File: config.mk
export PLATFORM = sky130hd
export DESIGN_NAME = simple_writeback_flat
export DESIGN_NICKNAME = d
export VERILOG_FILES = /design/src/rtl/simple_pkg.sv /design/src/rtl/simple_writeback_if.sv /design/src/rtl/simple_regfile.sv /design/src/rtl/simple_writeback.sv /design/src/flat_wrapper.sv
export SDC_FILE = /design/constraint.sdc
export NUM_CORES = 1
export LEC_CHECK = 0
export CAP_MARGIN = 20
export CORE_ASPECT_RATIO = 2
export CORE_MARGIN = 2
export CORE_UTILIZATION = 40
export DETAILED_ROUTE_END_ITERATION = 6
export MAX_ROUTING_LAYER = met4
export PLACE_DENSITY_LB_ADDON = 0.15
export REMOVE_ABC_BUFFERS = 1
export SLEW_MARGIN = 20
export SYNTH_ARGS = -nofsm -noshare
export SYNTH_HDL_FRONTEND = slang
export SYNTH_HIERARCHICAL = 1
export SYNTH_SLANG_ARGS = --single-unit
File: constraint.sdc
create_clock -name clock -period 2.15 [get_ports clock]
set_input_delay 0.43 -clock clock [delete_from_list [all_inputs] [get_ports clock]]
set_output_delay 0.43 -clock clock [all_outputs]
set_load 0.03 [all_outputs]
File: src/rtl/simple_pkg.sv
// rtl/simple_pkg.sv - shared widths, write-back select encodings and FSM state type
package simple_pkg;
  localparam int DATA_W   = 16;
  localparam int NUM_REGS = 8;
  localparam int REG_AW   = $clog2(NUM_REGS);

  localparam logic WB_ALU = 1'b0;
  localparam logic WB_MEM = 1'b1;

  typedef enum logic {
    ST_RUN    = 1'b0,
    ST_HALTED = 1'b1
  } wb_state_t;
endpackage

File: src/rtl/simple_writeback_if.sv
// rtl/simple_writeback_if.sv - memory-stage input, decode read ports and forwarding outputs
interface simple_writeback_if;
  import simple_pkg::*;

  logic              in_valid;
  logic [DATA_W-1:0] mem_data;
  logic [DATA_W-1:0] alu_data;
  logic              wb_sel;
  logic              write_reg;
  logic [REG_AW-1:0] reg_address;
  logic              halt;
  logic [REG_AW-1:0] rd_addr1;
  logic [REG_AW-1:0] rd_addr2;
  logic [DATA_W-1:0] rd_data1;
  logic [DATA_W-1:0] rd_data2;
  logic              wb_we;
  logic [REG_AW-1:0] wb_addr;
  logic [DATA_W-1:0] wb_data;
  logic [DATA_W-1:0] retired;
  logic              halted;

  modport master (
    output in_valid, mem_data, alu_data, wb_sel, write_reg, reg_address, halt,
    output rd_addr1, rd_addr2,
    input  rd_data1, rd_data2, wb_we, wb_addr, wb_data, retired, halted
  );

  modport slave (
    input  in_valid, mem_data, alu_data, wb_sel, write_reg, reg_address, halt,
    input  rd_addr1, rd_addr2,
    output rd_data1, rd_data2, wb_we, wb_addr, wb_data, retired, halted
  );
endinterface

File: src/rtl/simple_regfile.sv
// rtl/simple_regfile.sv - 8x16 register file, one write port, two async read ports
// SIMPLE_WB_BYPASS_EN enables same-cycle write-before-read on the read ports.
module simple_regfile
  import simple_pkg::*;
(
  input  logic              clock,
  input  logic              reset_n,
  input  logic              we,
  input  logic [REG_AW-1:0] waddr,
  input  logic [DATA_W-1:0] wdata,
  input  logic [REG_AW-1:0] raddr1,
  input  logic [REG_AW-1:0] raddr2,
  output logic [DATA_W-1:0] rdata1,
  output logic [DATA_W-1:0] rdata2
);
  logic [DATA_W-1:0] regs [NUM_REGS];

  always_ff @(posedge clock or negedge reset_n) begin
    if (!reset_n) begin
      for (int i = 0; i < NUM_REGS; i++) regs[i] <= '0;
    end else if (we) begin
      regs[waddr] <= wdata;
    end
  end

`ifdef SIMPLE_WB_BYPASS_EN
  // Bypass lets decode see a write-back result without a hazard stall.
  assign rdata1 = (we && (raddr1 == waddr)) ? wdata : regs[raddr1];
  assign rdata2 = (we && (raddr2 == waddr)) ? wdata : regs[raddr2];
`else
  assign rdata1 = regs[raddr1];
  assign rdata2 = regs[raddr2];
`endif
endmodule

File: src/rtl/simple_writeback.sv
// rtl/simple_writeback.sv - write-back stage: result mux, halt FSM, retire counter, wb_* registers
// SIMPLE_WB_BYPASS_EN is consumed by simple_regfile.
module simple_writeback
  import simple_pkg::*;
(
  input  logic               clock,
  input  logic               reset_n,
  simple_writeback_if.slave  bus
);
  wb_state_t         state;
  wb_state_t         state_nxt;
  logic              commit;
  logic              run_valid;
  logic [DATA_W-1:0] wr_value;

  assign wr_value = (bus.wb_sel == WB_MEM) ? bus.mem_data : bus.alu_data;

  always_ff @(posedge clock or negedge reset_n) begin
    if (!reset_n) state <= ST_RUN;
    else          state <= state_nxt;
  end

  always_comb begin
    state_nxt = state;
    if (state == ST_RUN && bus.in_valid && bus.halt) state_nxt = ST_HALTED;
  end

  always_comb begin
    run_valid  = bus.in_valid && (state == ST_RUN);
    commit     = run_valid && bus.write_reg;
    bus.halted = (state == ST_HALTED);
  end

  // Retire count saturates rather than wrapping.
  always_ff @(posedge clock or negedge reset_n) begin
    if (!reset_n) begin
      bus.retired <= '0;
    end else if (run_valid && (bus.retired != {DATA_W{1'b1}})) begin
      bus.retired <= bus.retired + DATA_W'(1);
    end
  end

  always_ff @(posedge clock or negedge reset_n) begin
    if (!reset_n) begin
      bus.wb_we   <= 1'b0;
      bus.wb_addr <= '0;
      bus.wb_data <= '0;
    end else begin
      bus.wb_we <= commit;
      if (commit) begin
        bus.wb_addr <= bus.reg_address;
        bus.wb_data <= wr_value;
      end
    end
  end

  simple_regfile u_regfile (
    .clock   (clock),
    .reset_n (reset_n),
    .we      (commit),
    .waddr   (bus.reg_address),
    .wdata   (wr_value),
    .raddr1  (bus.rd_addr1),
    .raddr2  (bus.rd_addr2),
    .rdata1  (bus.rd_data1),
    .rdata2  (bus.rd_data2)
  );
endmodule

File: src/flat_wrapper.sv
// flat-port wrapper written by rule: the top's interface ports become plain ports
module simple_writeback_flat import simple_pkg::*;
  (clock, reset_n, bus_in_valid, bus_mem_data, bus_alu_data, bus_wb_sel, bus_write_reg, bus_reg_address, bus_halt, bus_rd_addr1, bus_rd_addr2, bus_rd_data1, bus_rd_data2, bus_wb_we, bus_wb_addr, bus_wb_data, bus_retired, bus_halted);
  simple_writeback_if bus_i ();
  input  logic clock;
  input  logic reset_n;
  input wire logic [$bits(bus_i.in_valid)-1:0] bus_in_valid;
  input wire logic [$bits(bus_i.mem_data)-1:0] bus_mem_data;
  input wire logic [$bits(bus_i.alu_data)-1:0] bus_alu_data;
  input wire logic [$bits(bus_i.wb_sel)-1:0] bus_wb_sel;
  input wire logic [$bits(bus_i.write_reg)-1:0] bus_write_reg;
  input wire logic [$bits(bus_i.reg_address)-1:0] bus_reg_address;
  input wire logic [$bits(bus_i.halt)-1:0] bus_halt;
  input wire logic [$bits(bus_i.rd_addr1)-1:0] bus_rd_addr1;
  input wire logic [$bits(bus_i.rd_addr2)-1:0] bus_rd_addr2;
  output wire logic [$bits(bus_i.rd_data1)-1:0] bus_rd_data1;
  output wire logic [$bits(bus_i.rd_data2)-1:0] bus_rd_data2;
  output wire logic [$bits(bus_i.wb_we)-1:0] bus_wb_we;
  output wire logic [$bits(bus_i.wb_addr)-1:0] bus_wb_addr;
  output wire logic [$bits(bus_i.wb_data)-1:0] bus_wb_data;
  output wire logic [$bits(bus_i.retired)-1:0] bus_retired;
  output wire logic [$bits(bus_i.halted)-1:0] bus_halted;
  assign bus_i.in_valid = bus_in_valid;
  assign bus_i.mem_data = bus_mem_data;
  assign bus_i.alu_data = bus_alu_data;
  assign bus_i.wb_sel = bus_wb_sel;
  assign bus_i.write_reg = bus_write_reg;
  assign bus_i.reg_address = bus_reg_address;
  assign bus_i.halt = bus_halt;
  assign bus_i.rd_addr1 = bus_rd_addr1;
  assign bus_i.rd_addr2 = bus_rd_addr2;
  assign bus_rd_data1 = bus_i.rd_data1;
  assign bus_rd_data2 = bus_i.rd_data2;
  assign bus_wb_we = bus_i.wb_we;
  assign bus_wb_addr = bus_i.wb_addr;
  assign bus_wb_data = bus_i.wb_data;
  assign bus_retired = bus_i.retired;
  assign bus_halted = bus_i.halted;
  simple_writeback u_core (.clock(clock), .reset_n(reset_n), .bus(bus_i));
endmodule
After elaboration in Yosys (flattened, before gate mapping)
Index checks and enable logic that the tools add are counted.

word-level totals
  register bits after elaboration = 165
  output and inout port bits = 69
  input port bits = 47
  word-level logic and storage cells = 38

operators by class
  muxes and demuxes = 10
  $add $sub $neg = 1
  bitwise gates (word level) = 4
  magnitude comparators = 4
  equal/unequal tests = 1
  reduce and logical (&&, ||, !) cells = 5

operators with widths
  operator                                                    number
  bitwise mux 128 bit                                         1
  binary-select mux 16 bit (select 3 bit)                     2
  two-way mux 16 bit                                          6
  demux 16 bit (select 3 bit)                                 1
  adder 16 x 1 -> 16 bit, second input constant               1
  inequality test 16 bit, second input constant               1
  greater-or-equal comparator 4 bit, second input constant    3
  inverter 3 -> 4 bit                                         3
  logical AND 1 bit                                           5
  less-than comparator 4 x 1 -> 1 bit, second input constant  1
  inverter 1 bit                                              1

Longest topological paths before layout
Gate-level depths: netlist of run 1.

  word-level depth = 6
  mapped depth = 9
  mapped depth without buffers = 5

By module
Netlist of run 1, hierarchy kept.

by module, submodules not included
  module            sequential area each (um^2)  cells an instance  instances  area each (um^2)
  simple_regfile    3203.1                       393                1          7000.5
  simple_writeback  925.9                        135                1          1755.4

Worst setup path after synthesis of run 1
OpenSTA, ideal clock, no wires.

  kind = reg-to-reg
  start point = register u_core.state (netlist: u_core/bus.halted)
  end point = register u_core/u_regfile/regs[53] (netlist name)
  cell stages (with the launch flop) = 10
  setup slack = -0.162 ns
  data required time = 2.025 ns
  setup time = 0.125 ns
  period minus slack after synthesis = 2.312 ns
  buffers on the path = 4
  data arrival time = 2.187 ns
  cells stage by stage = dfrtp_1 nor2b_1 nand2_1 clkbuf_1 inv_1 buf_4 nor4bb_1 buf_2 buf_4 mux2_2

between the ends
  longest elaborated chain between the ends = 3

RTL lines
  element                         RTL line                RTL
  start: declaration              simple_writeback.sv:10  wb_state_t state;
  start signal: assignment        simple_writeback.sv:20  else state <= state_nxt;
  inverter 1 bit                  simple_writeback.sv:29  run_valid = bus.in_valid && (state == ST_RUN);
  logical AND 1 bit               simple_writeback.sv:29
  logical AND 1 bit               simple_writeback.sv:30  commit = run_valid && bus.write_reg;
  via u_core.commit               simple_writeback.sv:12  logic commit;
  end signal: indexed assignment  simple_regfile.sv:22    regs[waddr] <= wdata;
  end: declaration                simple_regfile.sv:16    logic [DATA_W-1:0] regs [NUM_REGS];

The timed path passes the listed nets, and every way through them passes these cells.
A chain may end at the register's enable or synchronous reset.

Worst setup path after layout of run 1
  start point = input port bus_rd_addr1[2]
  end point = output port bus_rd_data1[13]

between the ends
  longest elaborated chain between the ends = 4

RTL lines
  element                                                RTL line              RTL
  start: declaration                                     flat_wrapper.sv:14    input wire logic [$bits(bus_i.rd_addr1)-1:0] bus_rd_addr1;
  inverter 3 -> 4 bit (implied by the code)              simple_regfile.sv:31  assign rdata1 = regs[raddr1];
  binary-select mux 16 bit (select 3 bit)                simple_regfile.sv:31
  two-way mux 16 bit (implied by the code) (2 in a row)  simple_regfile.sv:31
  end: declaration                                       flat_wrapper.sv:16    output wire logic [$bits(bus_i.rd_data1)-1:0] bus_rd_data1;

No other way between the ends. The select of a mux whose other input is x is not followed.

==> results of run 1 <==
[critical path: stages]
cell and delay (ns):
clkdlybuf4s15_2 0.26, buf_12 0.16, buf_6 0.16, mux4_2 0.32, mux2_4 0.30, buf_6 0.14
[power by group through the flow]
stage | clock, W | sequential [W] | combinational [W]
floorplan | 0 | 0.00370 | 0.000548
global placement | 0 | 0.00352 | 0.00140
detailed placement | 0 | 0.00354 | 0.00143
CTS | 0.00328 | 0.00350 | 0.00160
global route | 0.00339 | 0.00353 | 0.00168
finish | 0.00320 | 0.00350 | 0.00159
[cells by family (layout without fill, tap and decap cells)]
kind of cell | count (synthesis) | count (layout) | synth area share
buf+inv | 40 | 219 | 0.0294
mux | 260 | 260 | 0.441
compound gates | 2 | 2 | 0.00186
fa+ha+maj | 1 | 1 | 0.00143
simple gates | 45 | 45 | 0.0396
flops | 165 | 165 | 0.472
xor+xnor | 15 | 15 | 0.0150
[cell type report]
type | instances | share of cell area
clock buffers | 19 | 0.0375
clock inverters | 12 | 0.0156
inverters | 3 | 0.000976
multi-input cells | 323 | 0.373
flip-flops and latches | 165 | 0.358
well taps | 273 | 0.0296
repair buffers | 185 | 0.186
[metal layers]
layer	global-route usage	vias up	wire length [µm]
met3	0.0366	61	906
met1	0.238	2877	8520
met2	0.390	193	12900
li1	-	2374	-
met5	-	-	0
met4	0.117	0	880
[state kept, by name, summed over array words and instances, names as in the netlist]
name / cells
u_core/bus.halted: 1
u_core/bus.retired: 16
u_core/bus.wb_addr: 3
u_core/bus.wb_data: 16
u_core/bus.wb_we: 1
u_core/u_regfile/regs: 128
[worst paths after layout]
kind | endpoint | slack [ns] | cells past startpoint
max | bus_rd_data1[13] | -0.07 | 6
min | u_core/bus.wb_data[11] | 0.48 | 2
max reg2reg | u_core/u_regfile/regs[116] | 0.31 | 7
min reg2reg | u_core/bus.wb_data[0] | 0.51 | 1
max in group asynchronous | u_core/u_regfile/regs[116] | 1.02 | 3
min in group clock | u_core/bus.wb_data[0] | 0.51 | 1
[Yosys cell counts (all sizes together)]
cell type | count | share of area
clkbuf | 7 | 0.0033
nand4b | 3 | 0.0051
or2 | 1 | 0.00071
nor2b | 1 | 0.00071
o2111ai | 1 | 0.0010
nand2 | 6 | 0.0026
nor2 | 5 | 0.0024
nor3 | 5 | 0.0029
inv | 3 | 0.0013
or4 | 1 | 0.0013
ha | 1 | 0.0014
dfrtp | 165 | 0.47
nand3 | 4 | 0.0023
xnor2 | 3 | 0.0030
nor4b | 2 | 0.0037
buf | 30 | 0.025
mux4 | 64 | 0.19
nand4 | 5 | 0.0043
nor3b | 2 | 0.0017
a21o | 1 | 0.00086
nor4 | 3 | 0.0046
xor2 | 12 | 0.012
and4bb | 1 | 0.0014
and3 | 1 | 0.00071
mux2 | 196 | 0.25
nor4bb | 2 | 0.0023
nand2b | 1 | 0.00071
and4 | 2 | 0.0021
[metrics by stage]
| step | cells | setup WS [ns] | utilization | total power [W] |
|---|---|---|---|---|
| finish | 980 | -0.0714 | 0.537 | 0.00829 |
| global route | 980 | -0.107 | 0.537 | 0.00860 |
| CTS | 975 | -0.0886 | 0.535 | 0.00838 |
| detailed placement | 924 | -0.575 | 0.489 | 0.00497 |
| global placement | 924 | -0.559 | 0.489 | 0.00492 |
| floorplan | 491 | -1.54 | - | 0.00425 |
[what timing repair did]
| item | in CTS | in global routing |
|---|---|---|
| resized for setup | 231 | 4 |
| cloned | 5 | 0 |
| setup endpoints to repair | 32 | 32 |
| hold buffers | 1 | 0 |
| setup buffers | 14 | 6 |
| hold endpoints to repair | 39 | 0 |
==> results.toml, run 1 <==
[pwr]
p_clk_frac = 0.387
ir_drop_uv = 530
p_seq_frac = 0.422
p_leak_nw = 5.33
p_sw_w = 0.00218
swShare = 0.263
power.internal_w = 0.00611
p_comb_frac = 0.191
p_per_area_nw_per_um2 = 718

[cells_and_area]
fill_cells = 1836
area_growth_pct = 31.8
drive_gt1_frac = 0.577
layout.area.seq_um2 = 4130
multi_input_area_um2 = 4310
n_antenna_cell = 0
final_cell_mix = "mux2_2, dfrtp_1, clkdlybuf4s50_1"
final_area_um2 = 11500
layout.nets = 743

[timing]
setup_viol = 28
whs_ns = 0.478
drv_slew = 0
setup_ws_ns = -0.0714
grt_setup_unrepaired = "true"
final_hold_viol_count = 0
worstMarginPinSlew_ns = 0.442
tns_ns = -0.758
finalCritPeriodShare = 1.03
max_freq_ghz = 0.450
max_slew_margin = 0.703
skew_ns = 0.00916
fin_crit_ns = 2.22

[critical_path]
cp-end-kind = "primary output"
required_ns = 1.72
criticalPathCategory = "input pin to primary output"
reg2reg_from = "u_core/bus.halted"
critPathMaxFanout = 8
worstPathArrival_ns = 1.79
startpoint = "bus_rd_addr1[2]"
start_kind = "input pin"

[clocking]
cts_tree = "built"
clock_sinks = 165
cts_buffers = 17
cts.path.max_buffers = 2
clkLatencyLatePin_ns = 0.44
clkTransAtPathRegs_ns = 0.06
htree_levels = 4
cts-root-buf = "clkbuf_16"

[global_route]
grt_pass1_vias = 6320
track_usage = 0.223
grt_max_degree = 53
grt_overflow = 0
grt_pass1_wl_mm = 36.2
antenna_found_initial = 0

[logic_synthesis]
syn_area_per_cell_um2 = 16.6
yosys_warnings = 6
syn_area_um2 = 8760
syn_inst = 528
synth-seq-cells = 165
yosys.cell_types.count = 40
yosysSeqAreaShare = 0.472

[hold_path]
timing.hold.worst.class = "input pin to asynchronous set/reset pin"

[routing]
dr.pass1.iters = 4
vias = 5505
avgViaCountPerCell = 5.62
drt-initial-drc-count = 199
ant_nets = 0
wl_per_cell_um = 23.7
routed_wl_mm = 23.2
drc = 0

[outcome]
violations = "negative setup slack"
status = "complete, but fails checks"

[placement]
io_buffers = 115
finalWeightedCongestion = 0.807
dpl.hpwl_mm = 15.1
place_area_um2 = 10500

[die]
start_util = 0.407
dieArea_um2 = 23200
design.core.area_um2 = 21500
dieHeight_um = 213
die_w_um = 109
pin_count = 116
rows = 76

[job]
cap_violations = 0
Power figures use the tool's default switching activity.
==> inputs of run 2 (changes only) <==
==> constraint.sdc (replaced) <==
create_clock -name clock -period 2.2 [get_ports clock]
set_input_delay 0.44 -clock clock [delete_from_list [all_inputs] [get_ports clock]]
set_output_delay 0.44 -clock clock [all_outputs]
set_load 0.03 [all_outputs]
==> run 2 against run 1 <==
Effect of this change:
- the run still ends with negative setup slack left
- critical path depth stayed put
- core utilization is 0.14 points higher
- routed wire length increased by 0.99%
- register-to-register slack better by 0.04 ns
- sequential cell count stayed put
- sequential power shrank 2%
- clock power decreased by 4%
- first-iteration DRC count is 9.5% higher
- highest routed layer unchanged
==> results.toml, run 2 (synthesis gave the netlist of run 1 again) <==
[timing]
grt_setup_unrepaired = "true"
whs_ns = 0.504
worstMarginPinSlew_ns = 0.506
drv_slew = 0
max_slew_margin = 0.662
setup_viol = 7
skew_ns = 0.00406
fin_crit_ns = 2.23
finalCritPeriodShare = 1.02
final_hold_viol_count = 0
setup_ws_ns = -0.0336
max_freq_ghz = 0.448

[global_route]
antenna_found_initial = 0
grt_overflow = 0
grt_max_degree = 53
track_usage = 0.224
grt_pass1_vias = 6231
grt_pass1_wl_mm = 36.4

[pwr]
power_w = 0.00804
p_leak_nw = 5.34
ir_drop_uv = 444
p_per_area_nw_per_um2 = 695

[routing]
vias = 5515
drc = 0
wl_per_cell_um = 23.9
dr.pass1.iters = 5
avgViaCountPerCell = 5.62
drt-initial-drc-count = 218
routed_wl_mm = 23.4
ant_nets = 0

[cells_and_area]
final_cell_mix = "mux2_2, dfrtp_1, clkdlybuf4s50_1"
largest_reg_flops = 128
regMostFlops = "u_core/u_regfile/regs"
layout.nets = 744
stdcell_count = 982
fill_cells = 1837
drive_gt1_frac = 0.581
top_regs = "u_core/u_regfile/regs x128, u_core/bus.retired x16, u_core/bus.wb_data x16"
final_area_um2 = 11600
final_common_cell = "mux2_2"
area_growth_pct = 32.2
n_antenna_cell = 0

[critical_path]
cp-end-kind = "primary output"
criticalPathCategory = "input pin to primary output"
cpMaxStageDelayCell = "mux4_2"
critPathMaxFanout = 8
cpPeakStageDelay_ns = 0.51
crit_top_cell = "buf_12"
required_ns = 1.76
start_kind = "input pin"
worstPathArrival_ns = 1.79
crit_chain = "buf_12 > buf_12 > buf_12 > mux4_2 > mux2_4 > buf_6"

[outcome]
status = "complete, but fails checks"
violations = "negative setup slack"

[clocking]
cts_buffers = 17
htree_levels = 4
clock_sinks = 165
cts-root-buf = "clkbuf_16"
clkLatencyLatePin_ns = 0.44
cts_tree = "built"
cts.path.max_buffers = 2
clkTransAtPathRegs_ns = 0.06

[die]
die_w_um = 109
rows = 76
dieArea_um2 = 23200
start_util = 0.407
dieHeight_um = 213
design.core.area_um2 = 21500
pin_count = 116

[placement]
dpl.cell_count = 925
io_buffers = 115
finalWeightedCongestion = 0.807
place_area_um2 = 10500
pre_cts_slack_ns = -0.561
dpl.hpwl_mm = 15.2

[hold_path]
timing.hold.worst.class = "flop to flop"

[job]
cap_violations = 0
run 2: power by group:
part	leakage, nW	switching [W]	total [W]	internal [W]
clock network	0.292	0.00122	0.00306	0.00184
logic	2.83	0.000734	0.00156	0.000826
registers	2.22	0.000170	0.00342	0.00325
total	5.34	0.00213	0.00804	0.00592
run 2: critical path, delay by kind of cell:
kind	cells	cell delay (ns)
muxes	2	0.81
buffers and inverters	4	0.52
run 2: through the flow:
step / utilization / TNS (ns)
after detailed placement: 0.490 / -28.49
final: 0.538 / -0.133
after CTS: 0.535 / -0.302
after global routing: 0.538 / -0.633
after global placement: 0.490 / -25.34
after floorplan: - / -64.76
run 2: final cells by class:
type / instances / area (µm²) / area share
sequential: 165 / 4130 / 0.357
multi-input combinational: 323 / 4290 / 0.371
tap: 273 / 342 / 0.0295
inverter: 3 / 11.3 / 0.000973
clock inverter: 12 / 154 / 0.0133
clock buffer: 20 / 457 / 0.0395
timing repair buffer: 186 / 2190 / 0.189
run 2: metal layers:
| layer | wire length, µm | vias up | GRT usage |
|---|---|---|---|
| li1 | - | 2371 | - |
| met1 | 8400 | 2928 | 0.238 |
| met2 | 13200 | 168 | 0.398 |
| met3 | 948 | 48 | 0.0421 |
| met4 | 929 | 0 | 0.0995 |
| met5 | 0 | - | - |
run 2: worst paths after layout:
path                       depth (start not counted)             startpoint  slack [ns]                         end
max reg2reg                                        6  u_core/bus.retired[0]        0.35       u_core/bus.retired[9]
min                                                1  u_core/bus.wb_data[0]        0.50       u_core/bus.wb_data[0]
min reg2reg                                        1  u_core/bus.wb_data[0]        0.50       u_core/bus.wb_data[0]
min in group asynchronous                          2                reset_n        0.51      u_core/bus.wb_data[11]
max in group asynchronous                          3                reset_n        1.00  u_core/u_regfile/regs[119]
max                                                6        bus_rd_addr2[0]       -0.03            bus_rd_data2[13]
run 2: what timing repair did:
item                       in CTS  in global routing
gates resized for setup       231                 12
hold buffers                    1                  0
hold endpoints to repair       47                  0
setup endpoints to repair      32                 31
setup buffers                  10                  8
cloned                          6                  0
